===== src/rtl/serial_adder_ctrl.sv =====
// Bit-serial adder controller: one shared full adder, LSB first, WIDTH cycles per add.
// Optional subtract mode is enabled by defining SERIAL_ADDER_SUB_EN.

module structural_full_adder (
    input  logic x,
    input  logic y,
    input  logic cin,
    output logic s,
    output logic cout
);
    logic p_s;
    logic g_s;
    logic t_s;

    assign p_s  = x ^ y;
    assign g_s  = x & y;
    assign t_s  = p_s & cin;
    assign s    = p_s ^ cin;
    assign cout = g_s | t_s;
endmodule

module serial_adder_ctrl #(
    parameter int WIDTH = 8
) (
    input  logic             clk,
    input  logic             reset,
    input  logic             start,
    input  logic [WIDTH-1:0] a,
    input  logic [WIDTH-1:0] b,
    input  logic             carryin,
`ifdef SERIAL_ADDER_SUB_EN
    input  logic             sub,
`endif
    output logic             busy,
    output logic             done,
    output logic [WIDTH-1:0] sum,
    output logic             carryout,
    output logic             overflow
);
    localparam int CW = $clog2(WIDTH) + 1;
    localparam logic [CW-1:0] LAST_BIT = CW'(WIDTH - 1);

    typedef enum logic [1:0] {
        ST_IDLE = 2'd0,
        ST_RUN  = 2'd1,
        ST_DONE = 2'd2
    } state_t;

    state_t           state_q, state_d;
    logic [WIDTH-1:0] op_a_q, op_a_d;
    logic [WIDTH-1:0] op_b_q, op_b_d;
    logic [WIDTH-2:0] res_q, res_d;
    logic             carry_q, carry_d;
    logic [CW-1:0]    cnt_q, cnt_d;
    logic [WIDTH-1:0] sum_q, sum_d;
    logic             cout_q, cout_d;
    logic             ovf_q, ovf_d;
    logic             busy_q, busy_d;
    logic             done_q, done_d;

    logic             fa_sum_s;
    logic             fa_cout_s;
    logic [WIDTH-1:0] res_cat_s;
    logic [WIDTH-1:0] b_load_s;
    logic             cin_load_s;

    structural_full_adder u_fa (
        .x    (op_a_q[0]),
        .y    (op_b_q[0]),
        .cin  (carry_q),
        .s    (fa_sum_s),
        .cout (fa_cout_s)
    );

    // Operand B and initial carry as loaded on an accepted start (a - b is a + ~b + 1).
    always_comb begin
`ifdef SERIAL_ADDER_SUB_EN
        if (sub) begin
            b_load_s   = ~b;
            cin_load_s = 1'b1;
        end else begin
            b_load_s   = b;
            cin_load_s = carryin;
        end
`else
        b_load_s   = b;
        cin_load_s = carryin;
`endif
    end

    assign res_cat_s = {fa_sum_s, res_q};

    // Next-state, datapath shifting and registered-output update.
    always_comb begin
        state_d = state_q;
        op_a_d  = op_a_q;
        op_b_d  = op_b_q;
        res_d   = res_q;
        carry_d = carry_q;
        cnt_d   = cnt_q;
        sum_d   = sum_q;
        cout_d  = cout_q;
        ovf_d   = ovf_q;
        busy_d  = 1'b0;
        done_d  = 1'b0;
        case (state_q)
            ST_IDLE: begin
                if (start) begin
                    op_a_d  = a;
                    op_b_d  = b_load_s;
                    carry_d = cin_load_s;
                    cnt_d   = '0;
                    res_d   = '0;
                    busy_d  = 1'b1;
                    state_d = ST_RUN;
                end else begin
                    state_d = ST_IDLE;
                end
            end
            ST_RUN: begin
                op_a_d  = {1'b0, op_a_q[WIDTH-1:1]};
                op_b_d  = {1'b0, op_b_q[WIDTH-1:1]};
                res_d   = res_cat_s[WIDTH-1:1];
                carry_d = fa_cout_s;
                cnt_d   = cnt_q + CW'(1);
                if (cnt_q == LAST_BIT) begin
                    // carry_q is the carry into the MSB on this slice
                    sum_d   = res_cat_s;
                    cout_d  = fa_cout_s;
                    ovf_d   = carry_q ^ fa_cout_s;
                    done_d  = 1'b1;
                    state_d = ST_DONE;
                end else begin
                    busy_d  = 1'b1;
                    state_d = ST_RUN;
                end
            end
            ST_DONE: begin
                state_d = ST_IDLE;
            end
            default: begin
                state_d = ST_IDLE;
            end
        endcase
    end

    // State and datapath registers with asynchronous clear.
    always_ff @(posedge clk or posedge reset) begin
        if (reset) begin
            state_q <= ST_IDLE;
            op_a_q  <= '0;
            op_b_q  <= '0;
            res_q   <= '0;
            carry_q <= 1'b0;
            cnt_q   <= '0;
            sum_q   <= '0;
            cout_q  <= 1'b0;
            ovf_q   <= 1'b0;
            busy_q  <= 1'b0;
            done_q  <= 1'b0;
        end else begin
            state_q <= state_d;
            op_a_q  <= op_a_d;
            op_b_q  <= op_b_d;
            res_q   <= res_d;
            carry_q <= carry_d;
            cnt_q   <= cnt_d;
            sum_q   <= sum_d;
            cout_q  <= cout_d;
            ovf_q   <= ovf_d;
            busy_q  <= busy_d;
            done_q  <= done_d;
        end
    end

    assign busy     = busy_q;
    assign done     = done_q;
    assign sum      = sum_q;
    assign carryout = cout_q;
    assign overflow = ovf_q;

endmodule

===== config.mk =====
export PLATFORM = sky130hd
export DESIGN_NAME = serial_adder_ctrl
export DESIGN_NICKNAME = d
export VERILOG_FILES = /design/src/rtl/serial_adder_ctrl.sv
export SDC_FILE = /design/constraint.sdc
export NUM_CORES = 1
export LEC_CHECK = 0
export BUFFER_PORTS_ARGS = -buffer_cell sky130_fd_sc_hd__clkbuf_2
export CORE_MARGIN = 1
export CORE_UTILIZATION = 50
export DETAILED_ROUTE_END_ITERATION = 16
export PLACE_DENSITY = 0.84
export SLEW_MARGIN = 10
export SYNTH_ARGS = -nofsm -noshare
export SYNTH_HDL_FRONTEND = slang
export SYNTH_SLANG_ARGS = --single-unit

===== constraint.sdc =====
create_clock -name clk -period 2.1 [get_ports clk]
set_input_delay 0.105 -clock clk [delete_from_list [all_inputs] [get_ports clk]]
set_output_delay 0.105 -clock clk [all_outputs]
set_load 0.02 [all_outputs]

* After elaboration in Yosys (flattened, before gate mapping)
Index checks and enable logic that the tools add are counted.
Word-level totals: output and inout port bits 12, flip-flop bits (word level) 42, input port bits 20
Operators by class: equality and inequality tests 3, muxes and demuxes 18, reductions and logical operators 4, bitwise operators 6, $add $sub $neg 1
Operators by type and width (count):
- $pmux W8 S2 | 2
- $mux W8 | 2
- $pmux W7 S2 | 1
- $pmux W4 S2 | 1
- $mux W7 | 1
- $mux W1 | 6
- $add A4 B1 Y4 const B | 1
- $eq A4 B3 Y1 const B | 1
- $mux W4 | 1
- $pmux W1 S2 | 2
- $pmux W2 S2 | 1
- $reduce_and A2 Y1 | 2
- $xor A1 B1 Y1 | 3
- $and A1 B1 Y1 | 2
- $eq A2 B1 Y1 const B | 1
- $logic_not A2 Y1 | 1
- $mux W2 | 1
- $ne A2 B2 Y1 const B | 1
- $reduce_bool A2 Y1 | 1
- $or A1 B1 Y1 | 1

* Longest topological paths before layout
depth in word-level cells 4, gate-level depth with buffers 5, depth with buffers taken out 4

* Modules after synthesis
From an unflattened synthesis, not the netlist that was laid out.
Unflattened totals: cell total of the unflattened synthesis 142, area total of the unflattened synthesis 1679.1 um^2
Modules (own cells, without submodules):
- serial_adder_ctrl | times used 1, cells an instance 141, area an instance 1659.1 um^2, sequential area each 1001.0 um^2
- structural_full_adder | times used 1, cells an instance 1, area an instance 20.0 um^2, sequential area each 0.0 um^2

* Worst setup path before layout
Ideal clock, no wire load.
path type register to register, start register done (netlist name), end register cout_q (netlist: carryout), cell stages (with the launch flop) 5, period minus slack after synthesis 1.482 ns, path buffers 1, slack 0.618 ns, data arrival time 1.357 ns, library setup time 0.125 ns, cell sequence dfrtp_1 and2b_1 nor3b_2 buf_4 mux2_2
RTL lines:
- end signal: assignment | RTL line 169 | cout_q <= cout_d;
- end: declaration | RTL line 56 | logic cout_q, cout_d;

* Final worst setup path
start register cnt_q[0], end register ovf_q (netlist: overflow)
On the way: word-level cells in the longest chain between the ends 2
Ends and longest elaborated chain:
- start: declaration | RTL line 54 | logic [CW-1:0] cnt_q, cnt_d;
- start signal: assignment | RTL line 167 | cnt_q <= cnt_d;
- $eq A4 B3 Y1 | RTL line 126 | if (cnt_q == LAST_BIT) begin
- $reduce_and A2 Y1 (no source line)
- end signal: assignment | RTL line 170 | ovf_q <= ovf_d;
- end: declaration | RTL line 57 | logic ovf_q, ovf_d;
No other way between the ends. A chain may end at the register's enable or synchronous reset.

==> impl_metrics.tcl <==
set metrics [dict create \
    diodes 0 \
    ios 32 \
    cts_root_buffer "clkbuf_4" \
    synth_cells 141 \
    die_x_um 59.9 \
    reg2reg_to "overflow$_DFFE_PP0P_" \
    clkTransAtPathRegs_ps 100 \
    viasPerCell 5.38 \
    h-tree-depth 2 \
    clock-skew-final_ps 5.37 \
    drt_first_pass_iters 4 \
    globalRouteMet2Util_pct 33.3 \
    cp-start-kind "flip-flop" \
    core_area_um2 3130 \
    port_buffers 31 \
    grtUsageTotal_pct 20.4 \
    worst-path-max-fanout 11 \
    clk_latency_ps 340 \
    fin_ws_ps 558 \
    min_from "b[0]" \
    end_kind "flip-flop" \
    tritoncts_num_sinks 40 \
    yosysWarnings 0 \
    drc 0 \
    cpPeakStageDelay_ps 420 \
    p_leak_nw 0.941 \
    grt_pass1_vias 1202 \
    initial_core_util_pct 53.6 \
    top_usage_layer "met2" \
    synth_cell_types 22 \
    rsz0062_at_grt "false" \
    r2r_setup_slack_ps 560 \
    crit_arrival_ps 1770 \
    period_share_pct 73.4 \
    dieArea_um2 3590 \
    required_ps 2330 \
    place_congestion 0.740 \
    finalSetupTns_ps 0 \
    finalHoldViolations 0 \
    power.total_mw 2.54 \
    drv_slew 0 \
    fillers 269 \
    cpMaxStageDelayCell "dfrtp_1" \
    fmax_mhz 649 \
    status "finished, final reports clean" \
    cts.path.max_buffers 2 \
    cts_tree "yes" \
    yosysTopAreaCell "dfrtp_1" \
    drive_above_1_share_pct 32.8 \
    rows 20 \
    areaGrowthSynthToFinish_pct 17.6 \
    syn_area_per_cell_um2 11.9 \
    drt_iter0_markers 49 \
    path_class "reg -> reg" \
    hp-class "in -> reg" \
    die_h_um 59.9 \
    syn_nets 163 \
    worst_pin_slew_ps 486 \
    whs_path_depth 3 \
    yosysTopAreaCellShare_pct 59.7 \
    cts_buffers 5 \
    path_cells "ha_1, nand2_1, nor3b_2, buf_4, mux2_2" \
    met1_usage_pct 24.4 \
    max_slew_margin_pct 67.6 \
    final_antenna_net_count 0 \
    whs_ps 54.4 \
    ys_seq_elements 40 \
    powerDensity_nw_per_um2 1290 \
    grt_max_degree 41 \
    vdd_drop_max_mv 0.600 \
    holdPathEnd "op_b_q[0]$_DFFE_PP0P_" \
    wl_per_cell_um 13.8 \
    num_vias 1205 \
    antenna_found_initial 0 \
    gr-total-overflow 0 \
    synth.area.top_cells "dfrtp_1 60%, mux2_2 8.1%, a22oi_1 6.7%, o21ai_0 5.1%, a22o_1 4.7%" \
    finalWirelength_um 3090 \
    nNetsFinal 201 \
    syn_area_um2 1680 \
    r2r_cells 5 \
    grt_pass1_wl_um 5260 \
    setup_viol 0 \
    ys_seq_area_share_pct 59.7 \
    met3_usage_pct 7.58 \
    hpwl_um 2110 \
    dp_slack_ps 574 \
    period_needed_ps 1540 \
    r2r-start "cnt_q[0]$_DFFE_PP0P_" \
    maxCapViolCount 0 \
]
-- layer usage --
metal,vias up,routed length (um)
li1,583,-
met1,586,1420
met2,30,1450
met3,6,170
met4,0,40
met5,-,0
-- stage by stage --
step                instance area, um2  instances  util [%]
finish                            1970        224      63.0
CTS                               1970        224      63.0
global placement                  1900        215      60.8
floorplan                         1680        141         -
detailed placement                1900        215      60.8
global route                      1970        224      63.0
-- layout make-up --
cell class	count	area (um2)	area share (%)
timing repair buffer	40	225	11.4
tap	44	55.1	2.79
sequential	40	1000	50.8
multi-input combinational	90	623	31.6
clock buffer	8	58.8	2.98
inverter	2	7.51	0.381
-- cells in the mapped netlist, drive strengths merged --
master	number
dfrtp	40
nand2	18
o21ai	17
a22oi	15
mux2	12
a22o	9
clkbuf	5
a21oi	4
buf	4
nor2b	4
inv	2
nor2	2
a211oi	1
and2b	1
fa	1
ha	1
nand3	1
nand4	1
nor3b	1
o21bai	1
xor2	1
-- critical path, delay by kind of cell, from the launching register on --
family        cells  cell delay [ps]
buf+inv           1              210
mux               1              350
flops             1              420
simple gates      2              270
fa+ha+maj         1              200
-- power by group --
group / switching [mW] / total, mW / internal (mW)
Combinational: 0.474 / 0.910 / 0.436
Sequential: 0.189 / 1.24 / 1.05
Clock: 0.228 / 0.393 / 0.165
-- sequential cells by signal, summed over array words and instances (netlist names), 4 cells and up --
signal  cells
cnt_q       4
sum         8
op_b_q      8
res_q       7
op_a_q      8
-- kinds of logic (layout without fill, tap and decap cells) --
family | after synthesis | in the layout | synth area share (%)
compound gates | 47 | 47 | 18.8
mux | 12 | 12 | 8.07
xor+xnor | 1 | 1 | 0.523
flops | 40 | 40 | 59.7
buf+inv | 11 | 50 | 3.06
simple gates | 28 | 28 | 7.84
fa+ha+maj | 2 | 2 | 1.94
-- worst max path at each step --
stage	start	to	slack [ps]
6_report	cnt_q[0]$_DFFE_PP0P_	overflow$_DFFE_PP0P_	560
3_3_place_gp	cnt_q[0]$_DFFE_PP0P_	overflow$_DFFE_PP0P_	640
2_1_floorplan	done$_DFF_PP0_	carryout$_DFFE_PP0P_	620
5_1_grt	cnt_q[1]$_DFFE_PP0P_	carryout$_DFFE_PP0P_	470
3_5_place_dp	cnt_q[1]$_DFFE_PP0P_	overflow$_DFFE_PP0P_	570
4_1_cts	cnt_q[0]$_DFFE_PP0P_	overflow$_DFFE_PP0P_	540
-- layout by cell type, fill, tap and decap left out --
master	Yosys	layout
inv_1	2	2
nand2_1	18	18
dfrtp_1	40	40
nand4_1	1	1
a22oi_1	15	15
ha_1	1	1
clkbuf_2	0	31
clkbuf_8	0	1
a21oi_1	4	4
o21ai_0	17	17
nand3_1	1	1
mux2_2	12	12
a22o_1	9	9
and2b_1	1	1
fa_1	1	1
o21bai_2	1	1
buf_4	2	8
dlygate4sd3_1	0	1
nor3b_2	1	1
a211oi_1	1	1
nor2_1	2	2
nor2b_1	4	4
clkbuf_4	0	5
clkbuf_1	5	2
xor2_1	1	1
-- timing repair --
item / in CTS / in global routing
hold buffers: 1 / 0
endpoints found under the hold margin: 40 / 0
setup endpoints to repair: 0 / 0
setup buffers: 0 / 0
resized for setup: 0 / 0
No activity file was read; power rests on OpenSTA's default activity.
